File: src/rtl/count_display.sv
// -----------------------------------------------------------------------------
// count_display
//
// Takes a 32-bit binary value from the counter stage when asked to, converts it
// to 10-digit packed BCD, and scans the low 8 digits onto a multiplexed,
// active-low seven-segment display.
//
// The conversion is a sequential shift-add-3 (double-dabble) engine that runs
// one iteration per clock for 32 clocks. The display always shows the last
// completed conversion.
//
// Optional feature macro: LEADING_ZERO_BLANK_EN
//   defined   : leading-zero digits (digit 1 and up) are blanked; digit 0 always
//               shows its value, so a zero result shows a single "0".
//   undefined : every scanned digit shows its decoded value, zeros included.
//
// Parameters
//   SCAN_DIV   clock cycles each digit stays enabled (must be >= 2)
//
// Ports
//   i_clk      clock; all state updates on the rising edge
//   i_reset    synchronous active-high reset
//   i_result   [31:0] binary value to convert
//   i_load     capture request; ignored while o_busy is high
//   o_busy     conversion in progress
//   o_valid    one-cycle pulse when o_bcd / o_ovf update
//   o_bcd      [39:0] packed BCD, digit k in bits [4k+3:4k], digit 0 = units
//   o_ovf      value >= 10^8, so the 8-digit display is truncated
//   o_an       [7:0] digit enables, active-low, bit i = digit i
//   o_seg      [6:0] segments {g,f,e,d,c,b,a}, active-low
// -----------------------------------------------------------------------------
module count_display #(
    parameter int SCAN_DIV = 50000
) (
    input  logic        i_clk,
    input  logic        i_reset,
    input  logic [31:0] i_result,
    input  logic        i_load,
    output logic        o_busy,
    output logic        o_valid,
    output logic [39:0] o_bcd,
    output logic        o_ovf,
    output logic [7:0]  o_an,
    output logic [6:0]  o_seg
);

    localparam int             PW         = $clog2(SCAN_DIV);
    localparam logic [PW-1:0]  PRESC_LAST = PW'(SCAN_DIV - 1);

    typedef enum logic [0:0] {
        ST_IDLE    = 1'b0,
        ST_CONVERT = 1'b1
    } state_t;

    // ------------------------------------------------------------------
    // Conversion state
    // ------------------------------------------------------------------
    state_t       r_state;
    state_t       w_state_next;
    logic [31:0]  r_bin;
    logic [31:0]  w_bin_next;
    logic [39:0]  r_work;
    logic [39:0]  w_work_next;
    logic [4:0]   r_iter;
    logic [4:0]   w_iter_next;
    logic [39:0]  r_bcd;
    logic [39:0]  w_bcd_next;
    logic         r_ovf;
    logic         w_ovf_next;
    logic         r_valid;
    logic         w_valid_next;

    logic [39:0]  w_adj;
    logic [71:0]  w_shift;

    // Add-3 correction: any nibble >= 5 would become >= 10 after doubling,
    // so bias it by 3 to push the carry into the next decimal digit.
    generate
        for (genvar gi = 0; gi < 10; gi++) begin : g_adj
            assign w_adj[4*gi +: 4] = (r_work[4*gi +: 4] >= 4'd5)
                                    ? (r_work[4*gi +: 4] + 4'd3)
                                    : r_work[4*gi +: 4];
        end
    endgenerate

    // {bcd_work, bin} shifted left by one as a single 72-bit word.
    assign w_shift = {w_adj, r_bin} << 1;

    always_comb begin
        w_state_next = r_state;
        w_bin_next   = r_bin;
        w_work_next  = r_work;
        w_iter_next  = r_iter;
        w_bcd_next   = r_bcd;
        w_ovf_next   = r_ovf;
        w_valid_next = 1'b0;
        case (r_state)
            ST_IDLE: begin
                if (i_load) begin
                    w_bin_next   = i_result;
                    w_work_next  = '0;
                    w_iter_next  = '0;
                    w_state_next = ST_CONVERT;
                end
            end
            ST_CONVERT: begin
                w_bin_next  = w_shift[31:0];
                w_work_next = w_shift[71:32];
                w_iter_next = r_iter + 5'd1;
                // Iteration 31 is the last shift; publish its result directly.
                if (r_iter == 5'd31) begin
                    w_bcd_next   = w_shift[71:32];
                    w_ovf_next   = |w_shift[71:64];
                    w_valid_next = 1'b1;
                    w_state_next = ST_IDLE;
                end
            end
            default: begin
                w_state_next = ST_IDLE;
            end
        endcase
    end

    always_ff @(posedge i_clk) begin
        if (i_reset) begin
            r_state <= ST_IDLE;
            r_bin   <= '0;
            r_work  <= '0;
            r_iter  <= '0;
            r_bcd   <= '0;
            r_ovf   <= 1'b0;
            r_valid <= 1'b0;
        end else begin
            r_state <= w_state_next;
            r_bin   <= w_bin_next;
            r_work  <= w_work_next;
            r_iter  <= w_iter_next;
            r_bcd   <= w_bcd_next;
            r_ovf   <= w_ovf_next;
            r_valid <= w_valid_next;
        end
    end

    // ------------------------------------------------------------------
    // Display scanning
    // ------------------------------------------------------------------
    logic [PW-1:0] r_presc;
    logic [PW-1:0] w_presc_next;
    logic          w_presc_wrap;
    logic [2:0]    r_index;
    logic [2:0]    w_index_next;
    logic [7:0]    r_an;
    logic [7:0]    w_an_next;
    logic [6:0]    r_seg;
    logic [6:0]    w_seg_next;
    logic [3:0]    w_digits [10];
    logic [3:0]    w_digit;
    logic          w_blank;

    generate
        for (genvar gi = 0; gi < 10; gi++) begin : g_digits
            assign w_digits[gi] = r_bcd[4*gi +: 4];
        end
    endgenerate

    assign w_presc_wrap = (r_presc == PRESC_LAST);
    assign w_presc_next = w_presc_wrap ? '0 : (r_presc + 1'b1);
    assign w_index_next = w_presc_wrap ? (r_index + 3'd1) : r_index;

    // an/seg are driven from the index being loaded on this edge so both
    // outputs move together on the wrap edge.
    assign w_digit   = w_digits[{1'b0, w_index_next}];
    assign w_an_next = ~(8'b1 << w_index_next);

`ifdef LEADING_ZERO_BLANK_EN
    // w_upper_zero[i] is set when digits i..9 are all zero.
    logic [9:0] w_upper_zero;
    assign w_upper_zero[9] = (w_digits[9] == 4'd0);
    generate
        for (genvar gi = 0; gi < 9; gi++) begin : g_upper_zero
            assign w_upper_zero[gi] = (w_digits[gi] == 4'd0) && w_upper_zero[gi+1];
        end
    endgenerate
    assign w_blank = (w_index_next != 3'd0) && w_upper_zero[{1'b0, w_index_next}];
`else
    assign w_blank = 1'b0;
`endif

    function automatic logic [6:0] seg_decode(input logic [3:0] d);
        logic [6:0] s;
        case (d)
            4'd0:    s = 7'h40;
            4'd1:    s = 7'h79;
            4'd2:    s = 7'h24;
            4'd3:    s = 7'h30;
            4'd4:    s = 7'h19;
            4'd5:    s = 7'h12;
            4'd6:    s = 7'h02;
            4'd7:    s = 7'h78;
            4'd8:    s = 7'h00;
            4'd9:    s = 7'h10;
            default: s = 7'h7F;
        endcase
        return s;
    endfunction

    assign w_seg_next = w_blank ? 7'h7F : seg_decode(w_digit);

    always_ff @(posedge i_clk) begin
        if (i_reset) begin
            r_presc <= '0;
            r_index <= '0;
            r_an    <= 8'hFE;
            r_seg   <= 7'h40;
        end else begin
            r_presc <= w_presc_next;
            r_index <= w_index_next;
            r_an    <= w_an_next;
            r_seg   <= w_seg_next;
        end
    end

    // ------------------------------------------------------------------
    // Outputs
    // ------------------------------------------------------------------
    assign o_busy  = (r_state == ST_CONVERT);
    assign o_valid = r_valid;
    assign o_bcd   = r_bcd;
    assign o_ovf   = r_ovf;
    assign o_an    = r_an;
    assign o_seg   = r_seg;

endmodule

File: config.mk
export PLATFORM = sky130hd
export DESIGN_NAME = count_display
export DESIGN_NICKNAME = d
export VERILOG_FILES = /design/src/rtl/count_display.sv
export SDC_FILE = /design/constraint.sdc
export NUM_CORES = 1
export LEC_CHECK = 0
export BUFFER_PORTS_ARGS = -buffer_cell sky130_fd_sc_hd__buf_2
export CORE_ASPECT_RATIO = 0.8
export CORE_UTILIZATION = 51
export CTS_CLUSTER_SIZE = 24
export DETAILED_ROUTE_END_ITERATION = 16
export MAX_ROUTING_LAYER = met4
export PLACE_DENSITY = 0.72
export SLEW_MARGIN = 20
export SYNTH_ARGS = -nofsm -noshare
export SYNTH_HDL_FRONTEND = slang
export SYNTH_SLANG_ARGS = --single-unit
File: constraint.sdc
create_clock -name i_clk -period 4.01 [get_ports i_clk]
set_input_delay 0.6015 -clock i_clk [delete_from_list [all_inputs] [get_ports i_clk]]
set_output_delay 0.6015 -clock i_clk [all_outputs]
set_load 0.01 [all_outputs]
==> metrics <==
CP Class=reg2reg; setup_tns=0 ns; Cells after DPL=about 1100; CP arrival=3.86 ns; fin nets=1028; static leakage=3.44 nW; fraction of layout cells with a size suffix above 1=0.154; Worst R2R Setup Slack=~0.48 ns; synthesis-to-layout area growth=15.3%; total CTS buffers=17; fin. max-slew vios=0; Avg WL per Cell=14.4 um; Post-DP HPWL=11300 um; vias in the first global route=5471; final hold vios=0; CP startpoint kind=flop; Synth cell types=53; Post-synth EDFFs=0; Hold EP=r_presc[0]; number of I/O pins=93; n_diodes=0; DR vias/cell=between 5 and 6; Resized cells post-CTS=0; pin count of the biggest net entering global routing=85; setup slack after layout=0.476 ns; crit end category=flop; # fillers=1269; Reg clk slew, reported paths=approximately 0.06 ns; initial antenna violation count=0; die area=14900 um2; Tcrit/Tclk final=0.881; pre-CTS setup slack=0.542 ns; sequential-to-total area share from yosys stat=0.418; Clock Latency Late Sink=0.42 ns; Via Count=roughly 6200; CP Max Fanout=7; Fmax=between 0.2 and 0.3 GHz; Synthesized Nets=~960; clk buf depth=2; Seq cells post-synth=154; GRT Total Usage=0.242; grt total ovfl=0; clk_skew=0.00673 ns; maxcap violations=0; drt total wl=roughly 17000 um; synthesized instance count=~900; hold_sp=r_presc[0]; PortBufs=92; Worst Tran Pin Value=1.03 ns; required time worst endpoint=4.34 ns; Clock Root Buffer=clkbuf_16; Reg2Reg Depth=10; 1st-iter DRT viols=between 400 and 500; min cycle time layout=~3.5 ns; Avg Cell Area, Syn=8.15 um2; Post-Syn Area=roughly 7400 um2; PwrDens=393 nW/um2; Hold Crit Class=reg2reg; first-pass GRT wire length=27200 um; core area=13800 um2; gpl congestion=~0.94; DR pass1 iterations=6; asr flop ratio synth=0; cell row count=38; normalized max-slew margin=0.308; WHS Path Cells=1; Finish-stage setup viols=0; Syn. warnings=0; Die Span X=136 um; Max H-tree Level=4; CTS tree=done; Final Instance Count excl. Fillers=~1200; clk sink count=154; postcts setup bufs=0; RSZ-0062 raised after global routing=no; die height=110 um; outcome=finished, final reports clean; Routed Antenna Nets=0; Crit Reg-Reg Startpoint=r_presc[4]; Primary FF master, synth=dfxtp_1; Starting Density=0.532; Peak VDD IR=387 uV; DRC viols=0; terminus of the critical flop-to-flop path=o_seg[3]; CTS Hold Bufs=0
per-stage QoR:
step	utilization	hold WS, ns	power (W)	area (um2)
6_report	0.614	0.442	0.00333	8490
5_1_grt	0.614	0.471	0.00346	8490
4_1_cts	0.614	0.443	0.00336	8490
3_5_place_dp	0.571	0.433	0.00176	7900
3_3_place_gp	0.571	0.427	0.00176	7900
2_1_floorplan	-	0.413	0.00172	7370
sequential cells by signal, summed over array words and instances, names as in the netlist:
signal and cells:
o_ovf 1, o_seg 7, o_an 8, r_iter 5, o_bcd 40, r_index 3, o_busy 1, o_valid 1
r_presc 16, r_bin 32, r_work 40
critical path: stages (launching register included):
cell and delay (ns):
dfxtp_1 0.36, or4b_4 0.60, nor4_4 0.46, buf_4 0.25
mux2_4 0.35, a222oi_1 0.30, mux2_2 0.24, and2_1 0.24
ha_1 0.29, a21o_1 0.17, a31oi_1 0.19
cell usage after synthesis, types with 2 or more instances:
cell / number / area share
dfxtp_1: 154 / 0.42
nor2_1: 146 / 0.074
a21oi_1: 119 / 0.081
nand2_1: 107 / 0.055
clkbuf_1: 44 / 0.022
mux2i_1: 44 / 0.060
inv_1: 31 / 0.016
o21ai_0: 29 / 0.020
nor3_1: 28 / 0.019
ha_1: 25 / 0.042
nor3b_1: 22 / 0.022
nand2b_1: 21 / 0.018
nand3_1: 20 / 0.014
xnor2_1: 19 / 0.023
a311oi_1: 8 / 0.0095
buf_1: 8 / 0.0041
xor2_1: 8 / 0.0095
a22oi_1: 6 / 0.0061
a21o_1: 5 / 0.0051
and3_1: 5 / 0.0042
mux2_2: 5 / 0.0076
nor2b_1: 5 / 0.0042
a221oi_1: 3 / 0.0036
a222oi_1: 3 / 0.0041
and2_1: 3 / 0.0025
nor4_1: 3 / 0.0025
a221oi_2: 2 / 0.0041
a22o_1: 2 / 0.0024
a31oi_1: 2 / 0.0017
a32oi_1: 2 / 0.0024
nand3b_1: 2 / 0.0020
nor4_4: 2 / 0.0058
layout by cell type (no fill, tap or decap), types with 4 or more instances in the layout:
cell type    n
o21ai_0     29
dfxtp_1    153
a311oi_1     8
nor3b_1     22
nor2_1     146
nand2b_1    21
nor2b_1      5
ha_1        25
and3_1       5
clkinv_2     4
clkbuf_16   17
xor2_1       8
mux2_2       5
buf_2       91
nand3_1     20
nand2_1    107
clkbuf_8     5
mux2i_1     44
inv_1       31
xnor2_1     19
buf_4        7
nor3_1      28
a21oi_1    119
a22oi_1      6
a21o_1       5
final cells by class:
class | instances | area (um2) | share of cell area
clock buffers | 25 | 505 | 0.0595
inverters | 31 | 116 | 0.0137
repair buffers | 98 | 508 | 0.0598
well taps | 180 | 225 | 0.0265
flip-flops and latches | 154 | 3090 | 0.363
clock inverters | 7 | 87.6 | 0.0103
multi-input cells | 666 | 3960 | 0.467
kinds of logic (layout without fill, tap and decap cells):
kind of cell,after synthesis,count (layout),share of synthesized area
and+or+nand+nor,375,375,0.239
AOI/OAI and AO/OA,187,187,0.151
DFF,154,154,0.418
buffers and inverters,84,161,0.0438
muxes,51,51,0.0713
xor gates and xnor gates,28,28,0.0343
adders and majority gates,25,25,0.0425
metal layers:
layer	track usage	wire length [um]	up-vias
met3	0.0526	910	22
li1	-	-	3209
met1	0.324	8260	2864
met5	-	0	-
met4	0.0746	227	0
met2	0.362	7380	141
how the worst max path moves through the flow:
stage	start	endpoint	slack [ns]	cells after the start
global placement	r_presc[4]	o_seg[5]	0.66	8
global route	r_presc[4]	o_seg[3]	0.34	10
detailed placement	r_presc[4]	o_seg[3]	0.54	10
finish	r_presc[4]	o_seg[3]	0.48	10
floorplan	r_presc[4]	o_seg[6]	0.96	11
CTS	r_presc[4]	o_seg[3]	0.51	10
report_power, final:
group          switching [W]  internal, W
sequential         0.0000293      0.00155
clock               0.000611     0.000995
combinational      0.0000877    0.0000559
No activity file was read; power rests on OpenSTA's default activity.
